==> src/rtl/alu_pkg.sv <==
// alu_pkg: constants and types shared between the issue stage, its decoder
// and the ALU side of the pipeline.
//   - ALU operation codes (4 bits) understood by the combinational ALU
//   - RISC-V major opcodes handled by the issue stage
//   - funct7 patterns that distinguish ADD/SUB and SRL/SRA
//   - issue_t: the decoded bundle held in the ID/EX register
package alu_pkg;

  localparam logic [3:0] ALU_AND  = 4'b0000;
  localparam logic [3:0] ALU_OR   = 4'b0001;
  localparam logic [3:0] ALU_ADD  = 4'b0010;
  localparam logic [3:0] ALU_SUB  = 4'b0110;
  localparam logic [3:0] ALU_SLT  = 4'b0111;
  localparam logic [3:0] ALU_SLTU = 4'b1001;
  localparam logic [3:0] ALU_XOR  = 4'b1100;
  localparam logic [3:0] ALU_SRL  = 4'b1101;
  localparam logic [3:0] ALU_SLL  = 4'b1110;
  localparam logic [3:0] ALU_SRA  = 4'b1111;

  localparam logic [6:0] OPC_OP     = 7'b0110011;
  localparam logic [6:0] OPC_OP_IMM = 7'b0010011;
  localparam logic [6:0] OPC_LUI    = 7'b0110111;
  localparam logic [6:0] OPC_AUIPC  = 7'b0010111;

  localparam logic [6:0] F7_BASE = 7'b0000000;
  localparam logic [6:0] F7_ALT  = 7'b0100000;

  typedef struct packed {
    logic [31:0] a;
    logic [31:0] b;
    logic [3:0]  op;
    logic [4:0]  rd;
    logic        reg_write;
    logic        illegal;
  } issue_t;

  // Maps funct3/funct7 of OP (is_reg=1) or OP-IMM (is_reg=0) to {legal, op}.
  // For OP-IMM, funct7 is part of the immediate except for the shifts.
  function automatic logic [4:0] funct_decode(input logic [2:0] funct3,
                                              input logic [6:0] funct7,
                                              input logic       is_reg);
    logic       legal;
    logic [3:0] op;
    legal = 1'b1;
    op    = ALU_ADD;
    case (funct3)
      3'b000: begin
        if (is_reg && (funct7 == F7_ALT)) begin
          op = ALU_SUB;
        end else if (is_reg && (funct7 != F7_BASE)) begin
          legal = 1'b0;
        end else begin
          op = ALU_ADD;
        end
      end
      3'b001: begin op = ALU_SLL;  legal = (funct7 == F7_BASE);            end
      3'b010: begin op = ALU_SLT;  legal = !is_reg || (funct7 == F7_BASE); end
      3'b011: begin op = ALU_SLTU; legal = !is_reg || (funct7 == F7_BASE); end
      3'b100: begin op = ALU_XOR;  legal = !is_reg || (funct7 == F7_BASE); end
      3'b110: begin op = ALU_OR;   legal = !is_reg || (funct7 == F7_BASE); end
      3'b111: begin op = ALU_AND;  legal = !is_reg || (funct7 == F7_BASE); end
      3'b101: begin
        if (funct7 == F7_ALT) begin
          op = ALU_SRA;
        end else if (funct7 == F7_BASE) begin
          op = ALU_SRL;
        end else begin
          legal = 1'b0;
        end
      end
      default: legal = 1'b0;
    endcase
    return {legal, op};
  endfunction

endpackage

==> src/rtl/alu_op_decode.sv <==
// alu_op_decode: purely combinational decode of one instruction into ALU
// operands, operation code and writeback control.
//   instr_i     raw 32-bit instruction
//   pc_i        PC of the instruction (AUIPC operand A)
//   rs1_data_i  register-file read data for rs1
//   rs2_data_i  register-file read data for rs2
//   dec_o       decoded bundle (A, B, op, rd, reg_write, illegal)
module alu_op_decode
  import alu_pkg::*;
(
  input  logic [31:0] instr_i,
  input  logic [31:0] pc_i,
  input  logic [31:0] rs1_data_i,
  input  logic [31:0] rs2_data_i,
  output issue_t      dec_o
);

  logic [4:0]  fd;
  logic        is_shift;
  logic        legal;
  logic [3:0]  op;
  logic [31:0] a;
  logic [31:0] b;
  logic [31:0] imm_i;
  logic [31:0] imm_u;

  // Decode opcode/funct fields and select operands; illegal forces A=B=0, ADD.
  always_comb begin
    // instr[5] separates OP (register form) from OP-IMM.
    fd       = funct_decode(instr_i[14:12], instr_i[31:25], instr_i[5]);
    // funct3 001 and 101 are the shifts; the ALU shifts by all of B, so mask.
    is_shift = (instr_i[13:12] == 2'b01);
    imm_i    = {{20{instr_i[31]}}, instr_i[31:20]};
    imm_u    = {instr_i[31:12], 12'h000};
    legal    = 1'b0;
    op       = ALU_ADD;
    a        = 32'h0000_0000;
    b        = 32'h0000_0000;
    case (instr_i[6:0])
      OPC_OP: begin
        legal = fd[4];
        op    = fd[3:0];
        a     = rs1_data_i;
        b     = is_shift ? {27'd0, rs2_data_i[4:0]} : rs2_data_i;
      end
      OPC_OP_IMM: begin
        legal = fd[4];
        op    = fd[3:0];
        a     = rs1_data_i;
        b     = is_shift ? {27'd0, instr_i[24:20]} : imm_i;
      end
      OPC_LUI: begin
        legal = 1'b1;
        b     = imm_u;
      end
      OPC_AUIPC: begin
        legal = 1'b1;
        a     = pc_i;
        b     = imm_u;
      end
      default: legal = 1'b0;
    endcase

    dec_o           = '0;
    dec_o.a         = legal ? a : 32'h0000_0000;
    dec_o.b         = legal ? b : 32'h0000_0000;
    dec_o.op        = legal ? op : ALU_ADD;
    dec_o.rd        = instr_i[11:7];
    dec_o.reg_write = legal && (instr_i[11:7] != 5'd0);
    dec_o.illegal   = !legal;
  end

endmodule

==> src/rtl/alu_issue_stage.sv <==
// alu_issue_stage: decode-and-issue stage feeding the combinational ALU.
// Holds one decoded instruction in the ID/EX register under valid/ready
// handshake, with flush (highest priority) and an accepted-instruction count.
//   clk, rstn                       clock, async active-low reset
//   id_valid/id_ready               upstream handshake
//   id_instr, id_pc, id_rs*_data    instruction and register-file data
//   flush                           drop held and incoming instruction
//   ex_valid/ex_ready               downstream handshake
//   ex_A, ex_B, ex_operation        ALU operands and operation
//   ex_rd, ex_reg_write, ex_illegal writeback control, decode error flag
//   issue_count                     accepted, non-flushed instructions (wraps)
module alu_issue_stage
  import alu_pkg::*;
(
  input  logic        clk,
  input  logic        rstn,
  input  logic        id_valid,
  output logic        id_ready,
  input  logic [31:0] id_instr,
  input  logic [31:0] id_pc,
  input  logic [31:0] id_rs1_data,
  input  logic [31:0] id_rs2_data,
  input  logic        flush,
  input  logic        ex_ready,
  output logic        ex_valid,
  output logic [31:0] ex_A,
  output logic [31:0] ex_B,
  output logic [3:0]  ex_operation,
  output logic [4:0]  ex_rd,
  output logic        ex_reg_write,
  output logic        ex_illegal,
  output logic [31:0] issue_count
);

  issue_t      dec;
  issue_t      ex_d;
  issue_t      ex_q;
  logic        ex_valid_d;
  logic        ex_valid_q;
  logic [31:0] count_d;
  logic [31:0] count_q;
  logic        accept;

  alu_op_decode u_decode (
    .instr_i    (id_instr),
    .pc_i       (id_pc),
    .rs1_data_i (id_rs1_data),
    .rs2_data_i (id_rs2_data),
    .dec_o      (dec)
  );

  assign id_ready = !ex_valid_q || ex_ready;
  assign accept   = id_valid && id_ready && !flush;

  // Next-state for the ID/EX register, valid bit and issue counter.
  always_comb begin
    ex_d       = ex_q;
    ex_valid_d = ex_valid_q;
    count_d    = count_q;
    if (flush) begin
      ex_valid_d = 1'b0;
    end else if (accept) begin
      ex_valid_d = 1'b1;
    end else if (ex_ready) begin
      ex_valid_d = 1'b0;
    end else begin
      ex_valid_d = ex_valid_q;
    end
    if (accept) begin
      ex_d    = dec;
      count_d = count_q + 32'd1;
    end else begin
      ex_d    = ex_q;
      count_d = count_q;
    end
  end

  // ID/EX pipeline register and counter; reset clears every visible output.
  always_ff @(posedge clk or negedge rstn) begin
    if (!rstn) begin
      ex_q       <= '0;
      ex_valid_q <= 1'b0;
      count_q    <= 32'd0;
    end else begin
      ex_q       <= ex_d;
      ex_valid_q <= ex_valid_d;
      count_q    <= count_d;
    end
  end

  assign ex_valid     = ex_valid_q;
  assign ex_A         = ex_q.a;
  assign ex_B         = ex_q.b;
  assign ex_operation = ex_q.op;
  assign ex_rd        = ex_q.rd;
  assign ex_reg_write = ex_q.reg_write;
  assign ex_illegal   = ex_q.illegal;
  assign issue_count  = count_q;

endmodule

==> config.mk <==
export PLATFORM = sky130hd
export DESIGN_NAME = alu_issue_stage
export DESIGN_NICKNAME = d
export VERILOG_FILES = /design/src/rtl/alu_pkg.sv /design/src/rtl/alu_op_decode.sv /design/src/rtl/alu_issue_stage.sv
export SDC_FILE = /design/constraint.sdc
export NUM_CORES = 1
export LEC_CHECK = 0
export ABC_AREA = 1
export CORE_MARGIN = 5
export CORE_UTILIZATION = 46
export DETAILED_ROUTE_END_ITERATION = 10
export PLACE_DENSITY = 0.79
export SLEW_MARGIN = 25
export SYNTH_ARGS = -nofsm -noshare
export SYNTH_HDL_FRONTEND = slang
export SYNTH_HIERARCHICAL = 1
export SYNTH_SLANG_ARGS = --single-unit
export TNS_END_PERCENT = 10
==> constraint.sdc <==
create_clock -name clk -period 1.7 [get_ports clk]
set_input_delay 0.34 -clock clk [delete_from_list [all_inputs] [get_ports clk]]
set_output_delay 0.34 -clock clk [all_outputs]
set_load 0.01 [all_outputs]
After elaboration in Yosys (flattened, before gate mapping)
Index checks and enable logic that the tools add are counted.
W data, S select, Z words.
{ "word_totals": {"ff_bits": 108, "input_bits": 133, "output_inout_bits": 109, "wordCells": 62} }
{ "op_classes": {"add_sub_neg": 1, "eq_ne": 13, "mux": 21, "n_reduce_logical": 19} }
{ "op_table": {"columns": ["op", "count"], "rows": [
  ["$mux W32", 4],
  ["$pmux W32 S3", 1],
  ["$pmux W32 S2", 1],
  ["$add A32 B1 Y32 const B", 1],
  ["$pmux W4 S8", 1],
  ["$eq A7 B6 Y1 const B", 3],
  ["$mux W4", 4],
  ["$eq A7 B5 Y1 const B", 2],
  ["$eq A3 B3 Y1 const B", 4],
  ["$logic_not A7 Y1", 1],
  ["$mux W1", 7],
  ["$reduce_bool A7 Y1", 1],
  ["$eq A3 B2 Y1 const B", 2],
  ["$logic_and A1 B1 Y1", 5],
  ["$reduce_bool A5 Y1", 1],
  ["$reduce_or A5 Y1", 1],
  ["$logic_not A1 Y1", 4],
  ["$pmux W1 S4", 1],
  ["$reduce_or A2 Y1", 2],
  ["$eq A3 B1 Y1 const B", 1],
  ["$logic_not A3 Y1", 1],
  ["$mux W3", 1],
  ["$reduce_bool A3 Y1", 1],
  ["$eq A2 B1 Y1 const B", 1],
  ["2 further kinds", 3]
]} }

Depth between registers and ports, before layout
{ "depth": {"ltp_word": 7, "ltp_mapped": 14, "depth_no_buf": 13} }

By module
Netlist, hierarchy kept.
{ "modules_own_cells": {"columns": ["module", "n_inst", "cells_each", "area_per_inst_um2", "seq_area_each_um2"], "rows": [
  ["alu_issue_stage", 1, 559, 4631.9, 2702.6],
  ["alu_op_decode", 1, 448, 1978.1, 0.0]
]} }

Worst setup path after synthesis
Ideal clock, no wire load.
{ "synth_path": {"path_kind": "input to register", "start": "input id_instr[6]", "end": "register ex_q (netlist bit ex_operation[0])", "setup_time_ns": 0.066, "t_arrival_ns": 1.497, "required_time_ns": 1.634, "setup_slack_ns": 0.138, "path_stages": 13, "n_path_buf": 2, "path_cell_list": "inv_1 -> nand2_1 -> nor2_8 -> nand2_2 -> nand2_1 -> inv_2 -> nand2_1 -> nand2_2 -> buf_6 -> buf_6 -> a21oi_2 -> nand2_1 -> nand2_1"} }
{ "synth_rtl": {"columns": ["element", "line", "source"], "rows": [
  ["start, declared", "alu_issue_stage.sv:19", "input logic [31:0] id_instr,"],
  ["end signal, assigned", "alu_issue_stage.sv:81", "ex_q <= '0;"],
  ["end signal, assigned", "alu_issue_stage.sv:85", "ex_q <= ex_d;"],
  ["end, declared", "alu_issue_stage.sv:37", "issue_t ex_q;"]
]} }

Final worst setup path
{ "layout_path": {"start": "register ex_q (netlist bit ex_B[31])", "end": "output ex_B[31]"} }
{ "layout_rtl": {"columns": ["element", "line", "source"], "rows": [
  ["end, declared", "alu_issue_stage.sv:27", "output logic [31:0] ex_B,"]
]} }
No word-level cell between the ends.

==> reports/results.ini <==
[yosys]
synth_edf_count = 0
synth-seq-cells = 108
ys_warn_count = 6
netlist_area_sq_um = 6610
netlist.area_leader.share_pct = 40.89
netlist_instances = 1007
synth_top_cell_by_area = dfrtp_1
post_synth_num_cell_types = 29
yosys_most_used_dff = dfrtp_1
synthTopCellsByArea = dfrtp_1, nand2_1, inv_1, a21oi_1, nor2_1
synthTopCellsByCount = nand2_1, inv_1, dfrtp_1
synth_most_common_cell = nand2_1
ys_seq_area_share_pct = 40.89
syn_nets = 1141
ys_async_sr_fraction_pct = 100.0
postSynthAreaPerCell_sq_um = 6.564

[placement]
pre_cts_slack_ps = -519.6
port_buffers = 241
gp_congestion = 0.8806
hpwl_um = 15660
place_area_sq_um = 9595

[power_and_ir_drop]
pwr-share-comb_pct = 17.4
power_switching_w = 0.001602
p_clk_share_pct = 37.9
power_density_nw_per_um2 = 588.3
leakagePower_nw = 5.377
p_total_w = 0.006163
irDropWorstVdd_mv = 0.5054
p_int_w = 0.004561
seqPwrFrac_pct = 44.6
p_sw_share_pct = 25.99

[global_route]
grt_pass1_vias = 6707
grt-ovfl-total = 0
grt_max_degree = 51
grt_usage_pct = 24.26
antenna_found_initial = 0
grt_pass1_wl_um = 32720

[setup_path]
r2r-end = issue_count[22]$_DFFE_PN0P_
cp_top_family = buffers and inverters
cpMaxStageDelayCell = clkdlybuf4s50_1
cp_cell_sequence = clkdlybuf4s50_1
max_stage_delay_ps = 590
r2r_cells = 7
cp.arrival_ps = 1320
crit_path_end_kind = output pin
required_ps = 1360
critical_path.startpoint = ex_B[31]$_DFFE_PN0P_
cp_max_fo = 2
cp-start-kind = register
worst-path-buf-inv = 1
rrSetupSlack_ps = 200
r2r_start = issue_count[1]$_DFFE_PN0P_
crit_type = reg2out

[floorplan]
row_count = 43
die_x_um = 129.9
dieArea_sq_um = 16870
start_util_pct = 47.25
fp.coreArea_sq_um = 13990
die_y_um = 129.9
num_io_pins = 242

[hold_path]
worstHoldPathType = in2async

[clock_network]
path_clk_slew_ps = 80
clock_sinks = 108
htree_levels = 3
clockBufferDepth = 2
numCtsBuffers = 9
clock_latency_ps = 350
cts_tree = yes
cts_root_buf = clkbuf_16

[sta]
skew_ps = 7.206
setup_viol = 0
postLayoutSetupSlackWorst_ps = 35.60
hold_viol_final = 0
post-route-min-period_ps = 1664
grt_setup_unrepaired = true
fin_crit_sh_pct = 97.91
relSlewSlack_pct = 73.91
tns_ps = 0
slew_violations = 0
max_freq_mhz = 600.8
worst_slew_pin_slew_ps = 391.4

[final_layout]
diodes = 0
fin_util_pct = 74.88
drive_gt1_share_pct = 13.82
fin_area_sq_um = 10480
syn2layout_area_growth_pct = 58.47
fillers = 1081
final_nets = 1410

[run]
cap_viol_max_count = 0

[route]
drtAntennaViolNets = 0
first_pass_iters = 5
drtIter0Drc = 604
viasPerCell = 4.914
wire_per_inst_um = 15.08
totalWireLength_um = 22030
drc = 0
routed-via-count = 7180

[status]
status = completed

==> per-stage QoR <==
step | std cells | hold WS, ps
2_1_floorplan | 1007 | 44.41
3_3_place_gp | 1431 | 295.1
3_5_place_dp | 1431 | 299.4
4_1_cts | 1449 | 481.3
5_1_grt | 1461 | 501.5
6_report | 1461 | 469.7
==> worst max-delay path by stage <==
| stage | to | slack, ps | depth (start not counted) |
|---|---|---|---|
| after floorplan | ex_operation[0]$_DFFE_PN0P_ | 140 | 13 |
| after global placement | ex_B[13]$_DFFE_PN0P_ | -490 | 12 |
| after detailed placement | ex_B[8]$_DFFE_PN0P_ | -520 | 12 |
| after CTS | issue_count[8] | 0.9 | 1 |
| after global routing | ex_B[24]$_DFFE_PN0P_ | -70 | 13 |
| final | ex_B[31] | 40 | 1 |
==> placed cells by master, fill, tap and decap left out, types with 2 or more instances in the layout <==
cell type / count
buf_12: 18
clkbuf_16: 13
nand3_1: 25
inv_1: 148
nand2_1: 404
xnor2_1: 9
xor2_1: 12
nor2_1: 72
a21oi_1: 37
inv_6: 2
inv_2: 5
bufinv_16: 2
o21ai_2: 3
nand3_2: 3
clkdlybuf4s50_1: 203
nand2_4: 4
nor3_1: 4
nand3_4: 2
a21oi_4: 2
nor3_4: 2
nand2_2: 12
o21ai_0: 24
a21oi_2: 33
nor2_2: 12
nand4_1: 11
buf_8: 2
dlymetal6s2s_1: 26
dlygate4sd2_1: 11
o21ai_1: 10
nor2_4: 7
dfrtp_1: 102
buf_4: 38
dfrtp_2: 6
buf_6: 3
==> power by group through the flow <==
stage / clock network, W / registers (W) / logic [W]
4_1_cts: 0.00237 / 0.00275 / 0.00105
2_1_floorplan: 0 / 0.00282 / 0.000289
5_1_grt: 0.00249 / 0.00276 / 0.00116
6_report: 0.00234 / 0.00275 / 0.00108
3_3_place_gp: 0 / 0.00279 / 0.00103
3_5_place_dp: 0 / 0.00280 / 0.00104
==> per-layer routing <==
metal / GRT usage, % / vias up / share of wire (%)
met5: 0 / - / 0
met4: 6.846 / 0 / 2.5
li1: - / 3562 / -
met3: 5.485 / 47 / 9.0
met2: 41.98 / 319 / 48
met1: 30.54 / 3252 / 40
==> repair_timing <==
| action | 4_1_cts | 5_1_grt |
|---|---|---|
| hold buffers | 1 | 0 |
| setup buffers | 0 | 4 |
| hold endpoints to repair | 21 | 0 |
| gates cloned | 1 | 8 |
| setup endpoints to repair | 76 | 94 |
| resized for setup | 35 | 98 |
| pin swaps | 2 | 18 |
==> cell families (layout without fill, tap and decap cells) <==
logic type	Yosys count	in the layout	share of synthesized area, %
compound gates	110	110	8.934
simple gates	563	564	34.72
buf+inv	204	477	12.49
xor+xnor	21	21	2.783
flops	108	108	40.89
fa+ha+maj	1	1	0.1893
==> registers in the layout, summed over array words and instances (netlist names) <==
register,flops
ex_A,32
ex_B,32
ex_illegal,1
ex_operation,4
ex_rd,5
ex_reg_write,1
ex_valid,1
issue_count,32
==> layout make-up <==
class,instances,area [sq um],area share (%)
Clock buffer,9,225.2,2.150
Clock inverter,7,105.1,1.003
Inverter,154,580.6,5.542
Multi-Input combinational cell,696,3351,31.99
Sequential cell,108,2710,25.87
Tap cell,180,225.2,2.150
Timing Repair Buffer,307,3278,31.29
(Power assumes the default switching activity.)
